## src/rtl/i2c_knob_scanner.sv

```systemverilog
// rtl/i2c_knob_scanner.sv - periodic Avalon-MM ADC channel scanner with hysteresis, timeout and change strobes
module i2c_knob_scanner #(
  parameter int SYS_CLK_FREQ_HZ = 50000000,
  parameter int SCAN_FREQ_HZ    = 100,
  parameter int NUM_CH          = 8,
  parameter int ADDR_WIDTH      = 3,
  parameter int DATA_WIDTH      = 8,
  parameter int KNOB_WIDTH      = 8,
  parameter int HYST            = 1,
  parameter int TIMEOUT_CYCLES  = 100000
) (
  input  logic                           clk_i,
  input  logic                           arst_ni,
  input  logic                           scan_en_i,
  input  logic                           err_clr_i,
  output logic [ADDR_WIDTH-1:0]          amm_address_o,
  output logic                           amm_read_o,
  input  logic [DATA_WIDTH-1:0]          amm_readdata_i,
  input  logic                           amm_readdatavalid_i,
  input  logic                           amm_waitrequest_i,
  output logic [NUM_CH*KNOB_WIDTH-1:0]   knob_level_o,
  output logic [NUM_CH-1:0]              knob_changed_o,
  output logic                           scan_done_o,
  output logic [NUM_CH-1:0]              timeout_err_o
);

  localparam int TICK   = SYS_CLK_FREQ_HZ / SCAN_FREQ_HZ;
  localparam int TICK_W = (TICK > 1) ? $clog2(TICK) : 1;
  localparam int TO_W   = (TIMEOUT_CYCLES > 1) ? $clog2(TIMEOUT_CYCLES) : 1;

  localparam logic [TICK_W-1:0]     TICK_LAST = TICK_W'(TICK - 1);
  localparam logic [TO_W-1:0]       TO_LAST   = TO_W'(TIMEOUT_CYCLES - 1);
  localparam logic [ADDR_WIDTH-1:0] CH_LAST   = ADDR_WIDTH'(NUM_CH - 1);
  localparam logic [KNOB_WIDTH:0]   HYST_EXT  = (KNOB_WIDTH + 1)'(HYST);

  localparam logic [2:0] S_IDLE = 3'd0;
  localparam logic [2:0] S_REQ  = 3'd1;
  localparam logic [2:0] S_WAIT = 3'd2;
  localparam logic [2:0] S_UPD  = 3'd3;
  localparam logic [2:0] S_NEXT = 3'd4;
  localparam logic [2:0] S_DONE = 3'd5;

  logic [TICK_W-1:0]            tick_cnt_q, tick_cnt_d;
  logic [2:0]                   state_q, state_d;
  logic [ADDR_WIDTH-1:0]        ch_q, ch_d;
  logic [TO_W-1:0]              to_cnt_q, to_cnt_d;
  logic [KNOB_WIDTH-1:0]        sample_q, sample_d;
  logic [NUM_CH*KNOB_WIDTH-1:0] knob_q, knob_d;
  logic [NUM_CH-1:0]            changed_q, changed_d;
  logic [NUM_CH-1:0]            err_q, err_d;
  logic [NUM_CH-1:0]            first_seen_q, first_seen_d;

  logic                  tick;
  logic [NUM_CH-1:0]     ch_oh;
  logic [NUM_CH-1:0]     err_set;
  logic [KNOB_WIDTH-1:0] old_knob;
  logic [KNOB_WIDTH:0]   diff;
  logic                  accept;

  assign tick  = scan_en_i && (tick_cnt_q == TICK_LAST);
  assign ch_oh = NUM_CH'(1) << ch_q;

  always_comb begin
    tick_cnt_d = tick_cnt_q + TICK_W'(1);
    if (!scan_en_i || tick) begin
      tick_cnt_d = '0;
    end
  end

  // Hysteresis on one extra bit so the magnitude never wraps.
  always_comb begin
    old_knob = '0;
    for (int i = 0; i < NUM_CH; i++) begin
      if (ch_oh[i]) begin
        old_knob = knob_q[i*KNOB_WIDTH +: KNOB_WIDTH];
      end
    end
    if (sample_q > old_knob) begin
      diff = {1'b0, sample_q} - {1'b0, old_knob};
    end else begin
      diff = {1'b0, old_knob} - {1'b0, sample_q};
    end
    accept = ((first_seen_q & ch_oh) == '0) || (diff > HYST_EXT);
  end

  always_comb begin
    state_d      = state_q;
    ch_d         = ch_q;
    to_cnt_d     = to_cnt_q;
    sample_d     = sample_q;
    knob_d       = knob_q;
    changed_d    = '0;
    first_seen_d = first_seen_q;
    err_set      = '0;
    case (state_q)
      S_IDLE: begin
        if (tick) begin
          state_d = S_REQ;
          ch_d    = '0;
        end
      end
      S_REQ: begin
        to_cnt_d = '0;
        if (!amm_waitrequest_i) begin
          state_d = S_WAIT;
        end
      end
      S_WAIT: begin
        if (amm_readdatavalid_i) begin
          sample_d = amm_readdata_i[DATA_WIDTH-1 -: KNOB_WIDTH];
          state_d  = S_UPD;
        end else if (to_cnt_q == TO_LAST) begin
          err_set = ch_oh;
          state_d = S_NEXT;
        end else begin
          to_cnt_d = to_cnt_q + TO_W'(1);
        end
      end
      S_UPD: begin
        first_seen_d = first_seen_q | ch_oh;
        if (accept) begin
          for (int i = 0; i < NUM_CH; i++) begin
            if (ch_oh[i]) begin
              knob_d[i*KNOB_WIDTH +: KNOB_WIDTH] = sample_q;
            end
          end
          changed_d = ch_oh;
        end
        state_d = S_NEXT;
      end
      S_NEXT: begin
        if (ch_q == CH_LAST) begin
          state_d = S_DONE;
        end else begin
          ch_d    = ch_q + ADDR_WIDTH'(1);
          state_d = S_REQ;
        end
      end
      S_DONE:  state_d = S_IDLE;
      default: state_d = S_IDLE;
    endcase
  end

  // A fresh timeout wins over a simultaneous clear on the same channel.
  assign err_d = (err_q & ~{NUM_CH{err_clr_i}}) | err_set;

  always_ff @(posedge clk_i or negedge arst_ni) begin
    if (!arst_ni) begin
      tick_cnt_q   <= '0;
      state_q      <= S_IDLE;
      ch_q         <= '0;
      to_cnt_q     <= '0;
      sample_q     <= '0;
      knob_q       <= '0;
      changed_q    <= '0;
      err_q        <= '0;
      first_seen_q <= '0;
    end else begin
      tick_cnt_q   <= tick_cnt_d;
      state_q      <= state_d;
      ch_q         <= ch_d;
      to_cnt_q     <= to_cnt_d;
      sample_q     <= sample_d;
      knob_q       <= knob_d;
      changed_q    <= changed_d;
      err_q        <= err_d;
      first_seen_q <= first_seen_d;
    end
  end

  assign amm_read_o     = (state_q == S_REQ);
  assign amm_address_o  = ch_q;
  assign knob_level_o   = knob_q;
  assign knob_changed_o = changed_q;
  assign scan_done_o    = (state_q == S_DONE);
  assign timeout_err_o  = err_q;

endmodule
```

## config.mk

```make
export PLATFORM = sky130hd
export DESIGN_NAME = i2c_knob_scanner
export DESIGN_NICKNAME = d
export VERILOG_FILES = /design/src/rtl/i2c_knob_scanner.sv
export SDC_FILE = /design/constraint.sdc
export NUM_CORES = 1
export LEC_CHECK = 0
export CORE_MARGIN = 4
export CORE_UTILIZATION = 59
export DETAILED_ROUTE_END_ITERATION = 10
export DONT_BUFFER_PORTS = 1
export GPL_TIMING_DRIVEN = 0
export PLACE_DENSITY = 0.89
export SETUP_SLACK_MARGIN = 0.3
export SLEW_MARGIN = 0
export SYNTH_ARGS = -nofsm -noshare
export SYNTH_HDL_FRONTEND = slang
export SYNTH_SLANG_ARGS = --single-unit
```

## constraint.sdc

```tcl
create_clock -name clk_i -period 4.6 [get_ports clk_i]
set_input_delay 1.38 -clock clk_i [delete_from_list [all_inputs] [get_ports clk_i]]
set_output_delay 1.38 -clock clk_i [all_outputs]
set_load 0.05 [all_outputs]
```

==> impl_metrics.csv, run 1 <==
group,metric,value,unit
floorplan,core,0.0147,sq mm
logic_synthesis,async_flop_share,1.00,
setup_path,arrival,5.20,ns
setup_path,r2r_slack,-0.25,ns
floorplan,fp-row-count,44,
placement,gp_congestion,1.02,
logic_synthesis,yosys_warnings,0,
drt,ant_nets,0,
status,status,"complete, but fails checks",
drt,wl_per_cell,24.2,um
setup_path,crit_type,"flop to flop",
floorplan,io_pins,99,
setup_path,reg2reg_from,"amm_address_o[0]",
cells_and_area,drive_above_1_share,0.177,
setup_path,path_cells,"inv_4 -> ha_4 -> nor2b_2 -> clkbuf_8 -> a221oi_4 -> o31ai_2 -> a221o_1 -> a22o_1 -> mux2_4 -> inv_4 -> ha_4 -> inv_2 -> fa_1 -> a2111oi_2 -> o2111ai_1 -> nor4_2 -> and4_4 -> buf_12 -> buf_6 -> o211ai_1 -> o211ai_1",
global_routing,gr-total-overflow,0,
setup_path,r2r_cells,21,
floorplan,die_h,131,um
timing,min_period,4.85,ns
timing,hold_viol_final,0,
floorplan,die_w,131,um
timing,worst_pin_slew,0.982,ns
timing,grt_setup_unrepaired,"yes",
drt,avgViaCountPerCell,7.02,
setup_path,cp_num_buf_inv,6,
hold_path,hp-class,"flop to flop",
cells_and_area,final_cell_mix,"dfrtp_1 (135), nor2_1 (117), nand3_1 (92), nand2_1 (86), o211ai_1 (82)",
cts,cts_tree,"done",
setup_path,worst_setup_path_end_kind,"flop",
timing,setup_viol,69,
timing,period_share,1.05,
cts,clk_pin_slew,0.06,ns
cts,cts-root-buf,"clkbuf_16",
hold_path,min_path_cells,1,
cells_and_area,areaGrowthSynthToFinish,19.8,%
drt,drc,0,
logic_synthesis,postSynthAreaPerCell,8.42,sq um
global_routing,grt_pass1_wl,48500,um
cts,htreeDepth,4,
drt,dr.pass1.iters,6,
logic_synthesis,syn_area,0.00897,sq mm
timing,maxSlewViolCount,0,
timing,relSlewSlack,0.345,
setup_path,critPathMaxFanout,10,
hold_path,worstHoldStart,"first_seen_q[6]",
logic_synthesis,seq_area_frac_synth,0.385,
logic_synthesis,yosys.cell_types.count,62,
logic_synthesis,ys_ff_latch,138,
global_routing,grtUsageTotal,0.355,
global_routing,grt_max_degree,139,
cells_and_area,num_antenna_cells,0,
setup_path,critPathTopFamily,"compound AO/OA/AOI/OAI gates",
timing,finalWorstSetupSlack,-0.253,ns
drt,first_iter_violations,1421,
logic_synthesis,syn-instance-count,1065,
cts,clock_latency,0.44,ns
setup_path,start_kind,"flop",
timing,finClkSkew,0.0120,ns
global_routing,antenna_found_initial,0,
placement,port_buffers,0,
logic_synthesis,synth_nets,1105,
floorplan,dieArea,0.0172,sq mm
logic_synthesis,synth_edf_count,0,
setup_path,slowest_delay,0.58,ns
placement,dp_hpwl,21000,um
drt,wl,31600,um
cells_and_area,layout_commonest_cell,"dfrtp_1",
cts,cts_buffers,17,
placement,dp_cells,1249,
setup_path,critPathSlowestCell,"dfrtp_4",
flow_run,cap_violations,0,
hold_path,hold_path_end,"first_seen_q[6]",
cts,cts_sinks,138,
cells_and_area,instances_no_fill,1305,
logic_synthesis,ys.flop_type,"dfrtp_1",
global_routing,grt_pass1_vias,8721,
setup_path,reg2reg_to,"knob_level_o[62]",
setup_path,cp.required,4.95,ns
cts,max-clock-path-buffers,2,
drt,dr_total_vias,9158,
timing,max_clock_freq,206,MHz
cells_and_area,final_nets,1148,
setup_path,startpoint,"amm_address_o[0]",
status,violations,"setup timing",
floorplan,start_util,0.610,
[metal layers]
metal / GRT usage / vias up / routed length, um
li1: - / 3949 / -
met5: 0 / - / 0
met1: 0.464 / 4394 / 12200
met4: 0.138 / 0 / 1430
met2: 0.548 / 676 / 14000
met3: 0.120 / 139 / 3970
[synthesized netlist by cell type, types with 15 or more instances]
cell type | count | area, sq um
a21boi_0 | 48 | 360
a21oi_1 | 79 | 395
a2bb2oi_1 | 16 | 140
buf_2 | 16 | 80.1
clkbuf_1 | 58 | 218
dfrtp_1 | 138 | 3450
ha_1 | 24 | 300
inv_1 | 31 | 116
nand2_1 | 89 | 334
nand3_1 | 117 | 586
nor2_1 | 118 | 443
nor2b_1 | 23 | 144
o211ai_1 | 82 | 616
o21ai_0 | 26 | 130
xnor2_1 | 15 | 131
xor2_1 | 16 | 140
[repair_timing]
action                     CTS  global route
cloned                       4             1
setup endpoints to repair   72            72
resized for setup          122            20
setup buffers               17             2
hold buffers                 0             0
pin swaps                   52            17
[cell families (layout without fill, tap and decap cells)]
kind of cell	after synthesis	after routing	share of synthesized area
buffers and inverters	120	176	0.0604
XOR/XNOR	31	31	0.0303
adder cells (fa/ha/maj)	26	26	0.0379
AO/OA/AOI/OAI	323	323	0.251
multiplexers	13	13	0.0159
AND/OR/NAND/NOR	414	414	0.219
flip-flops	138	138	0.385
[registers in the layout, summed over array words and instances (netlist names)]
| register | count |
|---|---|
| knob_changed_o | 8 |
| tick_cnt_q | 19 |
| timeout_err_o | 8 |
| amm_address_o | 3 |
| sample_q | 8 |
| to_cnt_q | 17 |
| state_q | 3 |
| first_seen_q | 8 |
| knob_level_o | 64 |
[through the flow]
| step | setup WS (ns) | TNS [ns] | utilization | hold WS [ns] | area, sq um |
|---|---|---|---|---|---|
| final | -0.253 | -10.34 | 0.731 | 0.483 | 10700 |
| after global routing | -0.367 | -20.09 | 0.731 | 0.488 | 10700 |
| after CTS | -0.0918 | -2.72 | 0.722 | 0.478 | 10600 |
| after detailed placement | -0.654 | -39.46 | 0.631 | 0.454 | 9280 |
| after global placement | -0.633 | -39.73 | 0.631 | 0.449 | 9280 |
| after floorplan | 0.311 | 0 | - | 0.434 | 9040 |
[worst max-delay path by stage]
stage	end	slack, ns	cells after the start
after floorplan	knob_level_o[0]	0.31	21
after global placement	knob_level_o[63]	-0.63	20
after detailed placement	knob_level_o[31]	-0.65	21
after CTS	knob_level_o[31]	-0.09	22
after global routing	knob_level_o[31]	-0.37	19
final	knob_level_o[62]	-0.25	21
[area by class of cell]
cell class	count	area (sq um)
Tap cell	184	230
Fill cell	1045	3950
Clock inverter	11	159
Multi-Input combinational cell	807	5360
Timing Repair Buffer	24	290
Sequential cell	138	3460
Buffer	88	646
Clock buffer	21	470
Inverter	32	130
Power of run 1 is not shown: default switching activity piles up to over one toggle a cycle in this logic, so the estimate is an artifact.
==> run 2, diff against run 1 <==
CORE_ASPECT_RATIO = 0.9   (was default)
CORE_MARGIN = 2   (was 4)
==> run 2 against run 1 <==
The run still ends with setup timing left. First-iteration DRC count decreased by 14%. Flip-flop and latch count unchanged. Global-route usage grew 4.9 points. Cell count increased by 1.6%. Wire length rose by 3.1%. Non-clock buffer count is 7 higher. Register-to-register slack better by 0.08 ns. Count of clock-buffer cells in the layout decreased by 2.
==> impl_metrics.csv, run 2 (synthesized netlist as in run 1, its figures left out) <==
group,metric,value,unit
status,status,"complete, but fails checks",
status,violations,"setup timing",
drt,wl_per_cell,24.6,um
drt,first_iter_violations,1216,
timing,setup_viol,72,
cells_and_area,areaGrowthSynthToFinish,21.7,%
setup_path,cp.required,4.91,ns
hold_path,hp-class,"flop to flop",
timing,relSlewSlack,0.329,
drt,wl,32600,um
cells_and_area,final_nets,1155,
cells_and_area,num_antenna_cells,0,
setup_path,start_kind,"flop",
cells_and_area,largest_reg_flops,64,
cts,cts_hold_buf,0,
cts,cts_sinks,138,
setup_path,worst_setup_path_end_kind,"flop",
timing,finClkSkew,0.0135,ns
drt,ant_nets,0,
global_routing,grtUsageTotal,0.403,
timing,period_share,1.04,
flow_run,cap_violations,0,
global_routing,antenna_found_initial,0,
drt,dr.pass1.iters,8,
cts,cts_tree,"done",
cells_and_area,final_cell_mix,"dfrtp_1 (135), nor2_1 (117), nand2_1 (87), o211ai_1 (82), nand3_1 (78)",
setup_path,critPathMaxFanout,10,
drt,avgViaCountPerCell,7.05,
floorplan,start_util,0.607,
timing,finalWorstSetupSlack,-0.172,ns
floorplan,fp-row-count,42,
placement,dp_hpwl,21000,um
setup_path,arrival,5.08,ns
timing,maxSlewViolCount,0,
placement,dp_cells,1263,
cts,clk_pin_slew,0.07,ns
floorplan,die_h,121,um
timing,grt_setup_unrepaired,"yes",
timing,hold_viol_final,0,
timing,worst_pin_slew,1.01,ns
timing,min_period,4.77,ns
cts,clock_latency,0.44,ns
cells_and_area,layout_commonest_cell,"dfrtp_1",
drt,dr_total_vias,9343,
timing,max_clock_freq,210,MHz
global_routing,grt_max_degree,139,
floorplan,core,0.0148,sq mm
cts,htreeDepth,4,
drt,drc,0,
placement,port_buffers,0,
global_routing,gr-total-overflow,0,
global_routing,grt_pass1_wl,49900,um
global_routing,gr-usage-met3,0.118,
setup_path,crit_type,"flop to flop",
floorplan,io_pins,99,
placement,gp_congestion,1.02,
cts,cts-root-buf,"clkbuf_16",
floorplan,die_w,134,um
cells_and_area,drive_above_1_share,0.194,
cts,cts_buffers,17,
cts,max-clock-path-buffers,2,
cells_and_area,instances_no_fill,1326,
global_routing,use_met2,0.622,
global_routing,use_met1,0.544,
global_routing,grt_pass1_vias,8743,
global_routing,top_usage_layer,"met2",
floorplan,dieArea,0.0162,sq mm
==> run 2: cell count changes in the layout (fill, tap and decap cells not counted), sizes merged <==
cell / previous run / this run
buf: 52 / 60
clkbuf: 81 / 77
inv: 35 / 39
clkinv: 4 / 1
bufbuf: 0 / 1
clkinvlp: 1 / 2
==> run 2: final cells by class <==
| type | count | area, sq um |
|---|---|---|
| clock inverter | 13 | 180 |
| buffer | 88 | 666 |
| fill | 1022 | 3850 |
| timing repair buffer | 31 | 353 |
| clock buffer | 19 | 453 |
| sequential | 138 | 3460 |
| inverter | 32 | 130 |
| multi-input combinational | 807 | 5420 |
| tap | 198 | 248 |
==> run 2: repair_timing <==
action,in CTS,in global routing
setup buffers,22,3
gates resized for setup,152,21
pin swaps,75,14
gates cloned,5,1
endpoints found under the setup margin,72,72
==> run 2: final timing paths <==
kind                             startpoint                 to  slack (ns)  depth (start not counted)
max in group asynchronous           arst_ni  knob_changed_o[2]        3.77                          0
hold reg to reg             first_seen_q[1]    first_seen_q[1]        0.47                          1
setup / recovery           amm_address_o[1]   knob_level_o[14]       -0.17                         20
hold / removal              first_seen_q[1]    first_seen_q[1]        0.47                          1
setup reg to reg           amm_address_o[1]   knob_level_o[14]       -0.17                         20
min in group asynchronous           arst_ni   knob_level_o[36]        0.63                          0
==> run 2: metrics by stage <==
| stage | setup slack (ns) | utilization | setup TNS (ns) | hold WS [ns] | cell area (sq um) |
|---|---|---|---|---|---|
| after floorplan | 0.311 | - | 0 | 0.434 | 9040 |
| after global placement | -0.517 | 0.629 | -30.68 | 0.451 | 9290 |
| after detailed placement | -0.562 | 0.629 | -33.54 | 0.455 | 9290 |
| after CTS | -0.0700 | 0.731 | -2.20 | 0.470 | 10800 |
| after global routing | -0.306 | 0.739 | -18.79 | 0.477 | 10900 |
| final | -0.172 | 0.739 | -6.85 | 0.471 | 10900 |
==> run 2: critical path, stage by stage, from the launching register on <==
cell,delay [ns]
dfrtp_4,0.59
inv_4,0.12
ha_4,0.14
buf_6,0.12
nor2b_4,0.04
buf_8,0.14
a221oi_2,0.33
o31ai_1,0.11
a221o_1,0.35
a22o_1,0.24
mux2_2,0.32
ha_1,0.32
nor2b_1,0.16
o2111ai_1,0.27
nand3_1,0.20
o2bb2ai_1,0.19
and2_1,0.19
buf_4,0.21
clkbuf_2,0.22
a21oi_1,0.25
nand3_1,0.11
==> run 2: metal layers <==
| layer | wire length (um) | share of wire | vias to the layer above |
|---|---|---|---|
| met2 | 14600 | 0.45 | 684 |
| met5 | 0 | 0 | - |
| li1 | - | - | 3960 |
| met1 | 12800 | 0.39 | 4560 |
| met3 | 3950 | 0.12 | 139 |
| met4 | 1350 | 0.041 | 0 |
Power of run 2 is left out for the same reason.
==> variant 1: new RTL, flow settings as in run 1 <==
Make the reset (`arst_ni`) synchronous in one clocked block.
--- a/src/rtl/i2c_knob_scanner.sv
+++ b/src/rtl/i2c_knob_scanner.sv
@@ -146,3 +146,3 @@
 
-  always_ff @(posedge clk_i or negedge arst_ni) begin
+  always_ff @(posedge clk_i) begin
     if (!arst_ni) begin
Function: no difference found for any inputs over 10 cycles, from zero or initial values and one cycle with arst_ni low; that may be too few to reach the edited logic, so the function may still have changed.
==> variant 1 against run 1 <==
Final area is 18% lower; die area is 19% lower; area after synthesis is 21% lower; sequential cell count stayed put; wire length is 25% lower; setup slack better by 0.31 ns; critical path type unchanged.
==> variant 1: results (changes against run 1) <==
* Result of the run: completed
* DP HPWL at 13,600 um (-35%)
* Routed length on met3 at 3070 um (-23%)
* GRT met3 Usage at 0.119 (-0.00124)
* R2R setup slack at 0.06 ns (+0.31 ns)
* Post-layout net count at 944 (-18%)
* Rel. slew slack at 0.467 (+0.122)
* Slowest stage cell on the critical path: dfxtp_4
* Post-synthesis adder-cell area fraction at 0.0477 (+0.00979)
* Final WL at 23,800 um (-25%)
* Post-synthesis mux area share at 0.0956 (+0.0797)
* Number of distinct standard cells referenced by the synthesized netlist at 63 (+1.6%)
* Synth Instances at 854 (-20%)
* Final-layout fill cell count at 686 (-34%)
* Post-route fraction of the period consumed by the critical path at 0.987 (-0.0683)
* Cell count after placement at 997 (-20%)
* Worst Reg2Reg Path Length in Cells at 23 (+9.5%)
* Count of vias placed by the detailed router at 7,138 (-22%)
* Min-Delay Endpoint: tick_cnt_q[0]
* Worst slack at placement at -0.568 ns (+0.0860 ns)
* Detailed route wirelength on metal2 at 10,900 um (-22%)
* Vias in the first global route at 6,586 (-24%)
* Vias per Instance at 6.74 (-4.0%)
* First-pass GRT wire length at 33,800 um (-30%)
* Endpoint of the lowest-slack register-to-register path: knob_level_o[9]
* Sequential area share after synthesis at 0.388 (+0.00246)
* Dominant cells by area after synthesis: dfxtp_1 39%, mux2i_1 9.4%, nand2_1 8.3%
* Start point of the worst hold path: tick_cnt_q[0]
* First DRT Iteration DRCs at 971 (-32%)
* Max stage delay on crit path at 0.49 ns (-0.09 ns)
* GP Congestion at 0.921 (-9.6%)
* Worst-path maximum fanout at 8 (-2)
* Critical path data arrival time at 4.88 ns (-0.32 ns)
* Total design power at 3.31 mW
* Commonest register cell after synthesis: dfxtp_1
* Setup Buffers After CTS at 25 (+8)
* Quantity of I/O buffers inserted on ports at 0 (unchanged)
* Total cell area at the placement stage at 7350 um2 (-21%)
* Post-synthesis xor/xnor area fraction at 0.0379 (+0.00763)
* Grt met1 use at 0.325 (-0.139)
* GRT Overall Usage at 0.299 (-0.0556)
* Commonest cells in the synthesized netlist: 157 x nand2_1, 138 x dfxtp_1, 72 x nor2_1
* Worst clock skew on the final layout at 0.0167 ns (+0.00470 ns)
* Worst hold margin at 0.462 ns (-0.0208 ns)
* Async S/R FF share, synth at 0 (-1.00)
* Synthesized-area fraction occupied by ao, oa, aoi and oai cells at 0.150 (-0.101)
* Post-CTS sizing at 60 (-51%)
* Met2 Resource Use GR at 0.499 (-0.0489)
## variant 1: changes by cell type after synthesis, moves of 64 or more
cell      change
dfrtp_1     -138
nand3_1      -85
mux2i_1      +64
nand2_1      +68
o211ai_1     -82
dfxtp_1     +138
## variant 1: area by class of cell
cell class / instances / share of cell area
Sequential cell: 138 / 0.317
Clock buffer: 17 / 0.0486
Inverter: 32 / 0.0146
Clock inverter: 14 / 0.0184
Timing Repair Buffer: 31 / 0.0423
Multi-Input combinational cell: 642 / 0.504
Tap cell: 143 / 0.0204
Buffer: 42 / 0.0348
## variant 1: power groups by stage
stage / clock (mW) / combinational, mW / sequential, mW
floorplan: 0 / 0.432 / 1.26
global placement: 0 / 0.514 / 1.26
detailed placement: 0 / 0.524 / 1.26
CTS: 1.38 / 0.554 / 1.24
global route: 1.44 / 0.708 / 1.24
finish: 1.39 / 0.678 / 1.24
==> variant 2: new RTL, settings of run 1 <==
Made on the original files. Set the parameter `TIMEOUT_CYCLES` to 400000 (it was 100000).
--- a/src/rtl/i2c_knob_scanner.sv
+++ b/src/rtl/i2c_knob_scanner.sv
@@ -9,3 +9,3 @@
   parameter int HYST            = 1,
-  parameter int TIMEOUT_CYCLES  = 100000
+  parameter int TIMEOUT_CYCLES  = 400000
 ) (
Check against the original RTL: same outputs for any inputs over 10 cycles, from zero or initial values and one cycle with arst_ni low; that may be too few to reach the edited logic, so the function may still have changed.
==> variant 2 against run 1 <==
The run still ends with negative setup slack left; setup slack got worse by 0.38 ns; final area is 11% lower; fmax down 7.3%; via count is 26% lower; non-clock buffer count is 34 lower; sequential cell count rose by 2; area after synthesis decreased by 15%; critical path depth up 1; wire length is 13% lower.
Power is left out: the tool's default activity adds up to more than one toggle a clock period on the data nets, which glitch-free logic cannot reach.
==> variant 2: results (changes against run 1) <==
* Routed length on met3 at 3450 um (-13%)
* GP Congestion at 0.927 (-9.1%)
* Vias per Instance at 6.99 (-0.34%)
* Violations in the final reports: negative setup slack
* Share of post-route cells with drive strength above 1 at 0.294 (+0.117)
* Critical path data arrival time at 5.56 ns (+0.36 ns)
* Post-synth net total at 753 (-32%)
* GRT Overall Usage at 0.337 (-0.0179)
* Met2 Resource Use GR at 0.547 (-0.00177)
* Clock buf count at 18 (-14%)
* Final-layout fill cell count at 688 (-34%)
* Uppermost layer routed: met4
* Post-synthesis adder-cell area fraction at 0.0445 (+0.00652)
* Post-synthesis mux area share at 0.131 (+0.115)
* First-pass GRT wire length at 38,100 um (-21%)
* Total area of sequential cells at 3510 um2 (+1.5%)
* Number of detailed-routing iterations run before antenna repair at 8 (+2)
* Post-synthesis xor/xnor area fraction at 0.0494 (+0.0191)
* Worst slack at placement at -1.06 ns (-0.408 ns)
* Sequential area share after synthesis at 0.458 (+0.0727)
* Routed metal-1 wirelength at 9140 um (-25%)
* Post-route setup slack at -0.637 ns (-0.385 ns)
* Clock Tree Buf Depth at 2 (unchanged)
* Largest register FFs at 64 (unchanged)
* Proportion of final cell area spent on non-clock buffers at 0.0945 (+0.00736)
* Clock Tree Root: clkbuf_16
* Synthesized-area fraction occupied by ao, oa, aoi and oai cells at 0.130 (-0.121)
* Worst clock skew on the final layout at 0.0181 ns (+0.00606 ns)
* Number of distinct standard cells referenced by the synthesized netlist at 59 (-4.8%)
* Source-to-sink clock delay at the later pin of the worst-skew pair at 0.45 ns
* Post-synthesis register bit count at 140 (+1.4%)
* Post-layout net count at 826 (-28%)
* Vias in the first global route at 6,715 (-23%)
* DP HPWL at 13,500 um (-35%)
* Grt met1 use at 0.369 (-0.0956)
* Setup-violating endpoint count in the final report at 72 (+4.3%)
* Largest net degree at the start of global routing at 141 (+1.4%)
* Commonest cells in the synthesized netlist: 140 x dfrtp_1, 79 x nand2_1, 69 x nor2_1
* Detailed route wirelength on metal2 at 12,600 um (-10%)
* Footprint of the multi-input gates at 4280 um2 (-20%)
* Worst min-delay path class: reg -> reg
* First DRT Iteration DRCs at 910 (-36%)
* Clock-cell share of area at 0.0591 (+0.000498)
* Multi-input combinational cell count at 521 (-35%)
* Number of antenna violations at the first check in global routing at 0 (unchanged)
* GRT met3 Usage at 0.139 (+0.0189)
* Worst-path maximum fanout at 10 (unchanged)
* Clock-pin slew of the registers on the worst-case setup and hold paths at 0.07 ns
* Category of cells accounting for the largest share of critical-path delay: buffers and inverters
* Final WL at 27,400 um (-13%)
* Dominant cells by area after synthesis: dfrtp_1 46%, mux2_4 13%, ha_1 3.9%
* Inverters excl. clock at 28 (-13%)
* Rel. slew slack at 0.310 (-0.0351)
* Max stage delay on crit path at 0.60 ns (+0.02 ns)
* Result of the run: finished, violations left
* Bufs w/o clock at 78 (-30%)
* Slowest stage cell on the critical path: dfrtp_4
## variant 2: stage by stage
stage          std cells  TNS (ns)  instance area, um2
3_5_place_dp         885    -72.53                7940
2_1_floorplan        713     -7.24                7720
4_1_cts              958    -18.16                9370
3_3_place_gp         885    -68.14                7940
6_report             971    -39.42                9620
5_1_grt              971    -42.39                9620
## variant 2: path summary, 6_finish.rpt
kind	from	endpoint	slack (ns)	depth (start not counted)
max in group asynchronous	arst_ni	sample_q[0]	3.80	0
max reg2reg	amm_address_o[2]	knob_level_o[11]	-0.64	22
min in group asynchronous	arst_ni	knob_level_o[6]	0.62	0
max	amm_address_o[2]	knob_level_o[11]	-0.64	22
min reg2reg	tick_cnt_q[0]	tick_cnt_q[0]	0.50	1
min	tick_cnt_q[0]	tick_cnt_q[0]	0.50	1
## variant 2: repair_timing
| action | in CTS | in global routing |
|---|---|---|
| setup buffers | 36 | 13 |
| cloned | 5 | 0 |
| endpoints found under the setup margin | 72 | 73 |
| resized for setup | 73 | 46 |
| pin swaps | 28 | 27 |
